<file path="src/rtl/cpu_run_ctrl.sv">
// Run controller for the 8-bit CPU cores: sequences core reset release, gates
// execution through a clock enable, counts enabled cycles and ends the run on halt or budget.
module cpu_run_ctrl #(
  parameter int NUM_CORES    = 1,
  parameter int RESET_CYCLES = 2,
  parameter int MAX_CYCLES   = 875,
  parameter int CNT_W        = 16
) (
  input  logic                 CLOCK,
  input  logic                 RESET,
  input  logic                 START,
  input  logic                 MODE,
  input  logic                 STEP,
  input  logic [NUM_CORES-1:0] CORE_HALT,
  output logic [NUM_CORES-1:0] CORE_RESET,
  output logic                 CORE_CLK_EN,
  output logic                 BUSY,
  output logic                 DONE,
  output logic                 TIMEOUT,
  output logic [CNT_W-1:0]     CYCLE_COUNT
);

  localparam int RCW = (RESET_CYCLES > 1) ? $clog2(RESET_CYCLES) : 1;
  localparam logic [RCW-1:0]   RST_LAST = RCW'(RESET_CYCLES - 1);
  localparam logic [CNT_W-1:0] CNT_LAST = CNT_W'(MAX_CYCLES - 1);

  typedef enum logic [1:0] {
    IDLE     = 2'd0,
    HOLD_RST = 2'd1,
    RUN      = 2'd2,
    FINISH   = 2'd3
  } state_t;

  state_t           state, state_nx;
  logic [RCW-1:0]   rst_cnt, rst_cnt_nx;
  logic             mode_q, mode_nx;
  logic             step_q;
  logic             rst_nx, en_nx, busy_nx, done_nx, to_nx;
  logic [CNT_W-1:0] cnt_nx;
  logic             step_rise, all_halt;

  assign step_rise = STEP & ~step_q;
  assign all_halt  = &CORE_HALT;

  always_ff @(posedge CLOCK) begin
    if (RESET) begin
      state       <= IDLE;
      rst_cnt     <= '0;
      mode_q      <= 1'b0;
      step_q      <= 1'b0;
      CORE_RESET  <= '1;
      CORE_CLK_EN <= 1'b0;
      BUSY        <= 1'b0;
      DONE        <= 1'b0;
      TIMEOUT     <= 1'b0;
      CYCLE_COUNT <= '0;
    end else begin
      state       <= state_nx;
      rst_cnt     <= rst_cnt_nx;
      mode_q      <= mode_nx;
      step_q      <= STEP;
      CORE_RESET  <= {NUM_CORES{rst_nx}};
      CORE_CLK_EN <= en_nx;
      BUSY        <= busy_nx;
      DONE        <= done_nx;
      TIMEOUT     <= to_nx;
      CYCLE_COUNT <= cnt_nx;
    end
  end

  // Outputs are registered, so everything below computes the value for the next cycle.
  always_comb begin
    state_nx   = state;
    rst_cnt_nx = rst_cnt;
    mode_nx    = mode_q;
    rst_nx     = CORE_RESET[0];
    en_nx      = 1'b0;
    done_nx    = DONE;
    to_nx      = TIMEOUT;
    cnt_nx     = CYCLE_COUNT;
    case (state)
      IDLE, FINISH: begin
        rst_nx = (state == IDLE);
        if (START) begin
          state_nx   = HOLD_RST;
          mode_nx    = MODE;
          rst_cnt_nx = '0;
          rst_nx     = 1'b1;
          en_nx      = 1'b1;
          done_nx    = 1'b0;
          to_nx      = 1'b0;
          cnt_nx     = '0;
        end
      end
      HOLD_RST: begin
        rst_nx = 1'b1;
        en_nx  = 1'b1;
        if (rst_cnt == RST_LAST) begin
          state_nx = RUN;
          rst_nx   = 1'b0;
          en_nx    = mode_q ? step_rise : 1'b1;
        end else begin
          rst_cnt_nx = rst_cnt + 1'b1;
        end
      end
      RUN: begin
        rst_nx = 1'b0;
        if (CORE_CLK_EN) cnt_nx = CYCLE_COUNT + 1'b1;
        // Halt takes priority over the budget; any pending step pulse dies on exit.
        if (all_halt) begin
          state_nx = FINISH;
          done_nx  = 1'b1;
        end else if (CORE_CLK_EN && (CYCLE_COUNT == CNT_LAST)) begin
          state_nx = FINISH;
          to_nx    = 1'b1;
        end else begin
          en_nx = mode_q ? step_rise : 1'b1;
        end
      end
      default: begin
        state_nx = IDLE;
        rst_nx   = 1'b1;
      end
    endcase
    busy_nx = (state_nx == HOLD_RST) || (state_nx == RUN);
  end

  a_cnt_bound: assert property (@(posedge CLOCK) disable iff (RESET)
    CYCLE_COUNT <= CNT_W'(MAX_CYCLES));
  a_flags_excl: assert property (@(posedge CLOCK) disable iff (RESET)
    !(DONE && TIMEOUT));

endmodule

</file>
<file path="config.mk">
export PLATFORM = sky130hd
export DESIGN_NAME = cpu_run_ctrl
export DESIGN_NICKNAME = d
export VERILOG_FILES = /design/src/rtl/cpu_run_ctrl.sv
export SDC_FILE = /design/constraint.sdc
export NUM_CORES = 1
export LEC_CHECK = 0
export BUFFER_PORTS_ARGS = -buffer_cell sky130_fd_sc_hd__buf_4
export CAP_MARGIN = 0
export CORE_UTILIZATION = 35
export CTS_CLUSTER_DIAMETER = 50
export CTS_CLUSTER_SIZE = 20
export DETAILED_ROUTE_END_ITERATION = 6
export HOLD_SLACK_MARGIN = 0.12
export PLACE_DENSITY = 0.61
export SETUP_SLACK_MARGIN = 0.3
export SYNTH_ARGS = -nofsm -noshare
export SYNTH_HDL_FRONTEND = slang
export SYNTH_SLANG_ARGS = --single-unit
</file>
<file path="constraint.sdc">
create_clock -name CLOCK -period 2.53 [get_ports CLOCK]
set_clock_uncertainty 0.2 [all_clocks]
set_input_delay 0.253 -clock CLOCK [delete_from_list [all_inputs] [get_ports CLOCK]]
set_output_delay 0.253 -clock CLOCK [all_outputs]
set_load 0.05 [all_outputs]
</file>
==> impl_metrics.yaml <==
status:
  status: "finished clean"
timing:
  hold_viol_final: 0
  max_freq_mhz: 449
  rsz0062_at_grt: "yes"
  fin_crit_ps: 2220
  slew_headroom: 0.697
  setup_viol: 0
  tightest_slew_ps: 449
  slew_violations: 0
  fin_tns_setup_ps: 0
  period_share: 0.879
route:
  dr.pass1.iters: 4
  via_per_inst: 5.27
  drtAntennaViolNets: 0
  wl_per_cell_um: 13.6
  wirelength_um: 3270
  drc_errors: 0
  vias: 1264
  drtIter0Drc: 39
clocking:
  clock_latency_ps: 260
  cts_made_buffers: 3
  clk_transition_reported_paths_ps: 90
  clkSinkCount: 26
  cts_tree: "done"
  cts-root-buf: "clkbuf_8"
  clock_path_buffers: 2
  h-tree-depth: 1
finish:
  diodes: 0
  utilization: 0.505
  multi_input_area_um2: 865
  num-nets-final: 205
  final-seq-area_um2: 528
  nFillCells: 343
  mostFrequentLayoutCell: "buf_4"
  drive_above_1_share: 0.354
  synthToLayoutAreaGrowth_pct: 37.8
  final_cell_mix: "32 x buf_4, 20 x dfxtp_1, 14 x nor2_1"
logic_synthesis:
  yosysWarningCount: 0
  avgSynthCellArea_um2: 8.55
  ys.flop_type: "dfxtp_1"
  synth_seq_area_share: 0.388
  synthCells: 157
  syn_area_um2: 1340
  async_reset_ff_frac: 0
  ys_seq_elements: 26
  synth_edf_count: 0
  ys_types: 41
  synthesis.nets: 168
critical_path:
  crit_type: "reg2reg"
  critical-path-slowest-cell: "or4_4"
  crit_fanout: 8
  reg2reg_setup_slack_ps: 310
  reg2reg_from: "state[1]"
  critical_path_arrival_ps: 2230
  cp_common_cell: "or4_4"
  end_kind: "register"
  crit_chain: "buf_12 -> ha_4 -> nor2b_4 -> or4_4 -> or4_4 -> a21oi_2"
  rr_worst_depth: 6
  startpoint_type: "register"
  crit_path_end: "CYCLE_COUNT[12]"
  slowest_delay_ps: 590
  startpoint: "state[1]"
  r2r-end: "CYCLE_COUNT[12]"
  crit_required_ps: 2530
floorplanning:
  die_w_um: 63.9
  core-area_um2: 3660
  pin_count: 27
  num_rows: 22
  fp.dieH_um: 63.9
  start_util: 0.367
  die_area_um2: 4090
grt:
  antenna_found_initial: 0
  grt_overflow: 0
  grt_use_total: 0.169
  grt_pass1_wl_um: 5450
  grt_max_degree: 15
  grt_pass1_vias: 1174
placement:
  gp_congestion: 0.768
  port_buffers: 26
  hpwl_um: 2270
pwr:
  powerDensity_nw_per_um2: 504
  p_leak_nw: 0.678
  ir_drop_uv: 250
hold_path:
  hp-class: "in2reg"
run:
  max-cap-violations: 0
per-layer routing:
metal  global-route usage  vias to the layer above  wire length, um
met2                0.286                       25             1620
li1                     -                      638                -
met1                0.218                      599             1540
met4               0.0682                        0               22
met5                    0                        -                0
met3               0.0161                        2               91
worst min-delay path by stage:
stage / to / from / cells after the start / slack [ps]
2_1_floorplan: step_q / STEP / 1 / 180
3_3_place_gp: DONE / DONE / 1 / 270
3_5_place_dp: DONE / DONE / 1 / 260
4_1_cts: TIMEOUT / CORE_HALT / 4 / 130
5_1_grt: TIMEOUT / CORE_HALT / 4 / 180
6_report: TIMEOUT / CORE_HALT / 4 / 130
critical path, delay by kind of cell, from the launching register on:
| kind | cells | cell delay (ps) |
|---|---|---|
| flip-flops | 1 | 350 |
| adder cells (fa/ha/maj) | 1 | 170 |
| AO/OA/AOI/OAI | 1 | 140 |
| buffers and inverters | 1 | 120 |
| AND/OR/NAND/NOR | 3 | 1180 |
cell usage after synthesis (4+ instances only):
master | n | area share
or4_1 | 7 | 0.039
nand3_1 | 8 | 0.030
inv_1 | 10 | 0.028
o31ai_1 | 5 | 0.028
o21ai_0 | 8 | 0.030
nor2b_1 | 5 | 0.023
a21oi_1 | 11 | 0.041
nand4_1 | 4 | 0.019
nor2_1 | 14 | 0.039
ha_1 | 5 | 0.047
nand2_1 | 7 | 0.020
dfxtp_1 | 26 | 0.39
xnor2_1 | 4 | 0.026
metrics by stage:
stage / instances / hold WS (ps) / cell area, um2 / power (mW) / setup slack, ps
finish: 240 / 132 / 1850 / 0.932 / 305
global route: 240 / 176 / 1850 / 0.976 / 234
CTS: 240 / 129 / 1790 / 0.932 / 302
detailed placement: 225 / 260 / 1600 / 0.678 / 240
global placement: 225 / 269 / 1600 / 0.673 / 279
floorplan: 157 / 181 / 1390 / 0.628 / 238
layout make-up:
type	instances	share of cell area
multi-input cells	115	0.467
flip-flops and latches	26	0.285
repair buffers	38	0.171
well taps	48	0.0325
clock buffers	3	0.0223
inverters	10	0.0216
cells by family after synthesis:
family                     count (synthesis)  share of synthesized area
adders and majority gates                  5                     0.0466
AOI/OAI and AO/OA                         36                      0.171
muxes                                      4                     0.0326
DFF                                       26                      0.388
xor gates and xnor gates                   5                     0.0326
buffers and inverters                     16                     0.0568
and+or+nand+nor                           65                      0.273
repair_timing:
| action | CTS | global route |
|---|---|---|
| endpoints found under the setup margin | 7 | 10 |
| pin swaps | 4 | 5 |
| hold endpoints to repair | 7 | 0 |
| hold buffers | 3 | 0 |
| resized for setup | 10 | 14 |
| setup buffers | 9 | 0 |
sequential cells by signal, summed over array words and instances (netlist names):
register,flops
step_q,1
CORE_CLK_EN,1
mode_q,1
BUSY,1
DONE,1
CORE_RESET,1
rst_cnt,1
CYCLE_COUNT,16
TIMEOUT,1
state,2
power breakdown:
part           switching (mW)  internal [mW]  total, mW
Combinational           0.150          0.106      0.256
Sequential             0.0159          0.431      0.447
Clock                   0.123          0.106      0.229
(Power assumes the default switching activity.)
